**config.mk**
```make
export PLATFORM = sky130hd
export DESIGN_NAME = penc_42
export DESIGN_NICKNAME = d
export VERILOG_FILES = /design/src/rtl/penc_pkg.sv /design/src/rtl/penc_core.sv /design/src/rtl/penc_42.sv
export SDC_FILE = /design/constraint.sdc
export NUM_CORES = 1
export LEC_CHECK = 0
export BUFFER_PORTS_ARGS = -buffer_cell sky130_fd_sc_hd__buf_2
export CORE_AREA = 2 2 39 41
export DETAILED_ROUTE_END_ITERATION = 8
export DIE_AREA = 0 0 41 43
export PLACE_DENSITY = 0.3
export SYNTH_ARGS = -nofsm -noshare
export SYNTH_HDL_FRONTEND = slang
export SYNTH_HIERARCHICAL = 1
export SYNTH_SLANG_ARGS = --single-unit
```
**constraint.sdc**
```tcl
create_clock -name clk -period 1.2 [get_ports clk]
set_input_delay 0.12 -clock clk [delete_from_list [all_inputs] [get_ports clk]]
set_output_delay 0.12 -clock clk [all_outputs]
set_load 0.02 [all_outputs]
```
**src/rtl/penc_pkg.sv**
```systemverilog
// -----------------------------------------------------------------------------
// penc_pkg
// Shared definitions for the penc_42 priority-encoder family.
//   PENC_DEFAULT_N : default number of request inputs
//   penc_width(n)  : index width for n requests ($clog2(n), never below 1)
//   penc_idx_t     : index vector type at the default width
// -----------------------------------------------------------------------------
package penc_pkg;

  localparam int PENC_DEFAULT_N = 4;

  function automatic int penc_width(input int n);
    int w;
    w = $clog2(n);
    return (w < 1) ? 1 : w;
  endfunction

  typedef logic [penc_width(PENC_DEFAULT_N)-1:0] penc_idx_t;

endpackage

```
**src/rtl/penc_core.sv**
```systemverilog
// -----------------------------------------------------------------------------
// penc_core
// Purely combinational priority encoder core. Bit N-1 of y has the highest
// priority.
// Ports:
//   y     in  [N-1:0]  request vector
//   idx   out [W-1:0]  index of the highest set bit (0 when y is all-zero)
//   any   out          at least one bit of y set
//   multi out          two or more bits of y set (only when PENC_42_MULTIHOT_EN
//                      is defined)
// -----------------------------------------------------------------------------
module penc_core
  import penc_pkg::*;
#(
  parameter int N = PENC_DEFAULT_N,
  parameter int W = penc_width(N)
) (
  input  logic [N-1:0] y,
  output logic [W-1:0] idx,
  output logic         any
`ifdef PENC_42_MULTIHOT_EN
  ,
  output logic         multi
`endif
);

  // Ascending scan with overwrite: the last (highest) set bit wins, which
  // gives the same result as a descending first-match search.
  always_comb begin
    idx = '0;
    for (int i = 0; i < N; i++) begin
      if (y[i]) idx = W'(i);
    end
  end

  assign any = |y;

`ifdef PENC_42_MULTIHOT_EN
  // Clearing the lowest set bit leaves something only if two or more were set.
  logic [N-1:0] y_minus_one;
  assign y_minus_one = y - N'(1);
  assign multi       = |(y & y_minus_one);
`endif

endmodule

```
**src/rtl/penc_42.sv**
```systemverilog
// -----------------------------------------------------------------------------
// penc_42
// Registered N-to-log2(N) priority encoder (4-to-2 at default N). One cycle of
// latency, a new result every cycle, synchronous active-high reset that clears
// all outputs.
// Optional feature macro: PENC_42_MULTIHOT_EN adds the registered 'multi'
// output (two or more request bits set).
// Ports:
//   clk    in           rising-edge clock
//   rst    in           synchronous active-high reset
//   y      in  [N-1:0]  request vector, bit N-1 highest priority
//   a      out [W-1:0]  registered index of highest set bit of y
//   valid  out          registered "y had any bit set"; qualifies a
//   multi  out          registered "y had two or more bits set" (macro only)
// -----------------------------------------------------------------------------
module penc_42
  import penc_pkg::*;
#(
  parameter int N = PENC_DEFAULT_N,
  parameter int W = penc_width(N)
) (
  input  logic         clk,
  input  logic         rst,
  input  logic [N-1:0] y,
  output logic [W-1:0] a,
  output logic         valid
`ifdef PENC_42_MULTIHOT_EN
  ,
  output logic         multi
`endif
);

  logic [W-1:0] a_d;
  logic         vld_d;
  logic [W-1:0] a_q;
  logic         vld_q;

`ifdef PENC_42_MULTIHOT_EN
  logic multi_d;
  logic multi_q;
`endif

  penc_core #(
    .N (N),
    .W (W)
  ) u_core (
    .y   (y),
    .idx (a_d),
    .any (vld_d)
`ifdef PENC_42_MULTIHOT_EN
    ,
    .multi (multi_d)
`endif
  );

  // ---- stage 0 -> 1: output register; reset wins over any request ----
  always_ff @(posedge clk) begin
    if (rst) begin
      a_q   <= '0;
      vld_q <= 1'b0;
    end else begin
      a_q   <= a_d;
      vld_q <= vld_d;
    end
  end

`ifdef PENC_42_MULTIHOT_EN
  always_ff @(posedge clk) begin
    if (rst) multi_q <= 1'b0;
    else     multi_q <= multi_d;
  end

  assign multi = multi_q;
`endif

  assign a     = a_q;
  assign valid = vld_q;

endmodule

```
**Word level (Yosys, flattened, before mapping)**

Cells that the tools add are included.

- Mux-type cells: 3
- Reductions and logical operators: 1

Operators with widths:

| cell | number |
|---|---|
| $mux 2 | 2 |
| $reduce_or 4->1 | 1 |
| $mux 1 | 1 |

- Register bits: 3
- Bits of input ports: 6
- Output and inout bits: 3

**Logic depth before layout (Yosys ltp)**

- Depth after elaboration: 3
- Gate-level depth with buffers: 3

**Hierarchy**

Netlist, hierarchy kept.

By module, submodules not included:

| module | instances | cells each | area each (um^2) | seq. area each (um^2) |
|---|---|---|---|---|
| penc_42 | 1 | 6 | 78.8 | 60.1 |
| penc_core | 1 | 4 | 23.8 | 0.0 |

**Least setup slack after synthesis**

Ideal clock, no wire load.

- Path kind: in2reg
- Start point: in y[3]
- End point: reg vld_q (netlist: valid)
- Library setup time: 0.114 ns
- Arrival time: 0.736 ns
- Setup slack: 0.351 ns
- Stages: 3
- Path through: or2_1 > or3_1 > nor2b_1

- Cells in the longest elaborated chain, start to end: 1

Ends and longest elaborated chain:

| what | line | text |
|---|---|---|
| start, declared | penc_42.sv:24 | `input logic [N-1:0] y,` |
| $reduce_or 4->1 | penc_core.sv:36 | `assign any = \|y;` |
| net vld_d | penc_42.sv:34 | `logic vld_d;` |
| end signal, assigned | penc_42.sv:63 | `vld_q <= vld_d;` |
| end, declared | penc_42.sv:36 | `logic vld_q;` |

The timed path passes the listed nets, and every way through them passes these cells.
A chain may end at the register's enable or synchronous reset.

**Final worst setup path**

- Start point: reg vld_q (netlist: valid)
- End point: out valid

RTL lines:

| what | line | text |
|---|---|---|
| end, declared | penc_42.sv:26 | `output logic valid` |

No word-level cell between the ends.

==> results.tsv <==
stage	metric	value	unit
outcome	status	completed	
floorplanning	site row count	14	
global_route	largest net degree at the start of global routing	4	
cts	H-tree levels	1	
cts	clock tree buffer depth	2	
routing	drt first pass iters	2	
power_and_ir_drop	Max IR drop VDD	0.261	mV
synth	Post-Syn Area	103	µm²
cts	hold_buf cts	0	
cts	Num CTS Buffers	3	
critical_path	Slowest Stage Delay on Critical Path	300	ps
synth	Netlist cell types	6	
cts	# resized after CTS	0	
cts	Clock transition at path regs	40	ps
routing	wire per inst	6.37	µm
synth	Yosys reg bits	3	
critical_path	CP Capture Type	output port	
floorplanning	I/O pin total	9	
routing	DR iter-0 viols	1	
layout	NumNets Final	29	
synth	sequential area share after synthesis	58.5	%
timing	final hold viol count	0	
worst_hold_path	worst hold path type	input pin to flop	
global_route	vias in the first global route	120	
synth	Yosys warnings	6	
critical_path	WP buf/inv	1	
floorplanning	Initial Utilization	7.41	%
critical_path	CP Class	flop to output port	
cts	CTS Sinks	3	
power_and_ir_drop	PD cells	1670	nW/µm²
critical_path	CP required	1080	ps
routing	Detail Route Antenna Nets	0	
floorplanning	Die Width	41	µm
power_and_ir_drop	Leak	0.0932	nW
critical_path	Worst setup SP type	flop	
synth	post-synthesis net count	16	
synth	cells after synthesis	10	
worst_hold_path	Hold Crit Depth	2	
placed_design	pre-CTS setup slack	216	ps
placed_design	Cell Area, Placed	163	µm²
timing	fmax	1.24	GHz
worst_hold_path	worst hold endpoint	a[0]	
global_route	first-pass GRT wire length	414	µm
critical_path	worst path cell trace	buf_2	
layout	area growth from synthesis to layout	84.1	%
routing	Vias/cell	2.74	
timing	setup violators final	0	
cts	TritonCTS clock tree	built	
floorplanning	core area	1380	µm²
floorplanning	die area	1760	µm²
layout	Ant. Diodes	0	
floorplanning	Die Height	43	µm
routing	Post-route DRC	0	
synth	largest cells by area after synthesis	dfxtp_1 (59%), nor2b_1 (18%), a21o_1 (7.3%)	
timing	Final Max Tran Viols	0	
timing	final worst-path cycle share	67.3	%
critical_path	Arr. time, crit path	690	ps
global_route	GR Util All Layers	4.52	%
run	Max Cap Violations	0	
critical_path	slowest stage cell on the critical path	dfxtp_1	
global_route	antenna violations before repair	0	
synth	top-area cell type share of the netlist area	58.5	%
critical_path	family with the most delay on the worst path	flip-flops	
routing	total routed wirelength	242	µm
worst_hold_path	hold_sp	rst	
timing	worst setup margin	393	ps
placed_design	Placer Congestion	0.529	
timing	Tightest Pin Transition	111	ps
routing	Vias	104	
global_route	total gr overflow	0	
cts	setup bufs post-CTS	0	
timing	Max-slew headroom	92.6	%
critical_path	top fanout value on the critical path	1	
layout	proportion of layout cells with a drive suffix above 1	50.0	%
synth	area leader, netlist	dfxtp_1	
layout	final instance area	189	µm²
cts	CTS Root Cell	clkbuf_4	
timing	Tmin final	807	ps
timing	RSZ-0062 raised after global routing	no	
synth	syn avg cell area	10.3	µm²
timing	Setup TNS	0	ps
placed_design	Port Buffers	8	
routing by layer:
| layer | share of wire (%) | GRT usage [%] | wire [µm] | up-vias |
|---|---|---|---|---|
| li1 | - | - | - | 54 |
| met1 | 38 | 2.90 | 92 | 41 |
| met2 | 38 | 4.38 | 91 | 9 |
| met3 | 24 | 5.24 | 57 | 0 |
| met4 | 0 | 8.00 | 0 | 0 |
| met5 | 0 | 0 | 0 | - |
layout make-up:
class                           instances  area [µm²]
Multi-Input combinational cell          6        38.8
Sequential cell                         3        60.1
Timing Repair Buffer                    8        40.0
Clock buffer                            4        26.3
Inverter                                1        3.75
Tap cell                               16        20.0
Fill cell                             167        1190
registers in the layout (all words and copies together), names as in the netlist:
signal,cells
a,2
valid,1
kinds of logic after synthesis:
| kind of cell | count (synthesis) | synth area share (%) |
|---|---|---|
| AO/OA/AOI/OAI | 1 | 7.32 |
| buffers and inverters | 1 | 3.66 |
| AND/OR/NAND/NOR | 5 | 30.5 |
| flip-flops | 3 | 58.5 |
how the worst max path moves through the flow:
| stage | start | endpoint | slack, ps | depth (start not counted) |
|---|---|---|---|---|
| 6_report | valid | valid | 390 | 1 |
| 5_1_grt | a[0] | a[0] | 350 | 1 |
| 4_1_cts | valid | valid | 380 | 1 |
| 3_5_place_dp | y[3] | valid | 220 | 4 |
| 3_3_place_gp | y[3] | valid | 230 | 4 |
| 2_1_floorplan | y[3] | valid | 350 | 3 |
power by group:
| group | total, mW | switching (mW) | leakage, nW | internal [mW] |
|---|---|---|---|---|
| clock network | 0.176 | 0.0510 | 0.0150 | 0.125 |
| registers | 0.108 | 0.00153 | 0.0252 | 0.107 |
| logic | 0.0324 | 0.0170 | 0.0530 | 0.0154 |
| total | 0.316 | 0.0695 | 0.0932 | 0.247 |
cells in the mapped netlist:
cell     number
a21o_1        1
dfxtp_1       3
inv_1         1
nor2b_1       3
or2_1         1
or3_1         1
placed cells by master, fill, tap and decap left out:
| cell type | count |
|---|---|
| buf_2 | 8 |
| dfxtp_1 | 3 |
| a21o_1 | 1 |
| or2_1 | 1 |
| or3_1 | 1 |
| nor2b_1 | 3 |
| inv_1 | 1 |
| clkbuf_4 | 3 |
| clkbuf_1 | 1 |
through the flow:
stage,hold slack (ps),util (%),total power [mW],instances
6_report,71.9,13.7,0.316,38
4_1_cts,61.9,13.7,0.331,38
2_1_floorplan,192,-,0.126,10
3_5_place_dp,313,11.8,0.143,34
3_3_place_gp,311,11.8,0.142,34
5_1_grt,70.5,13.7,0.345,38
(Power assumes the default switching activity.)
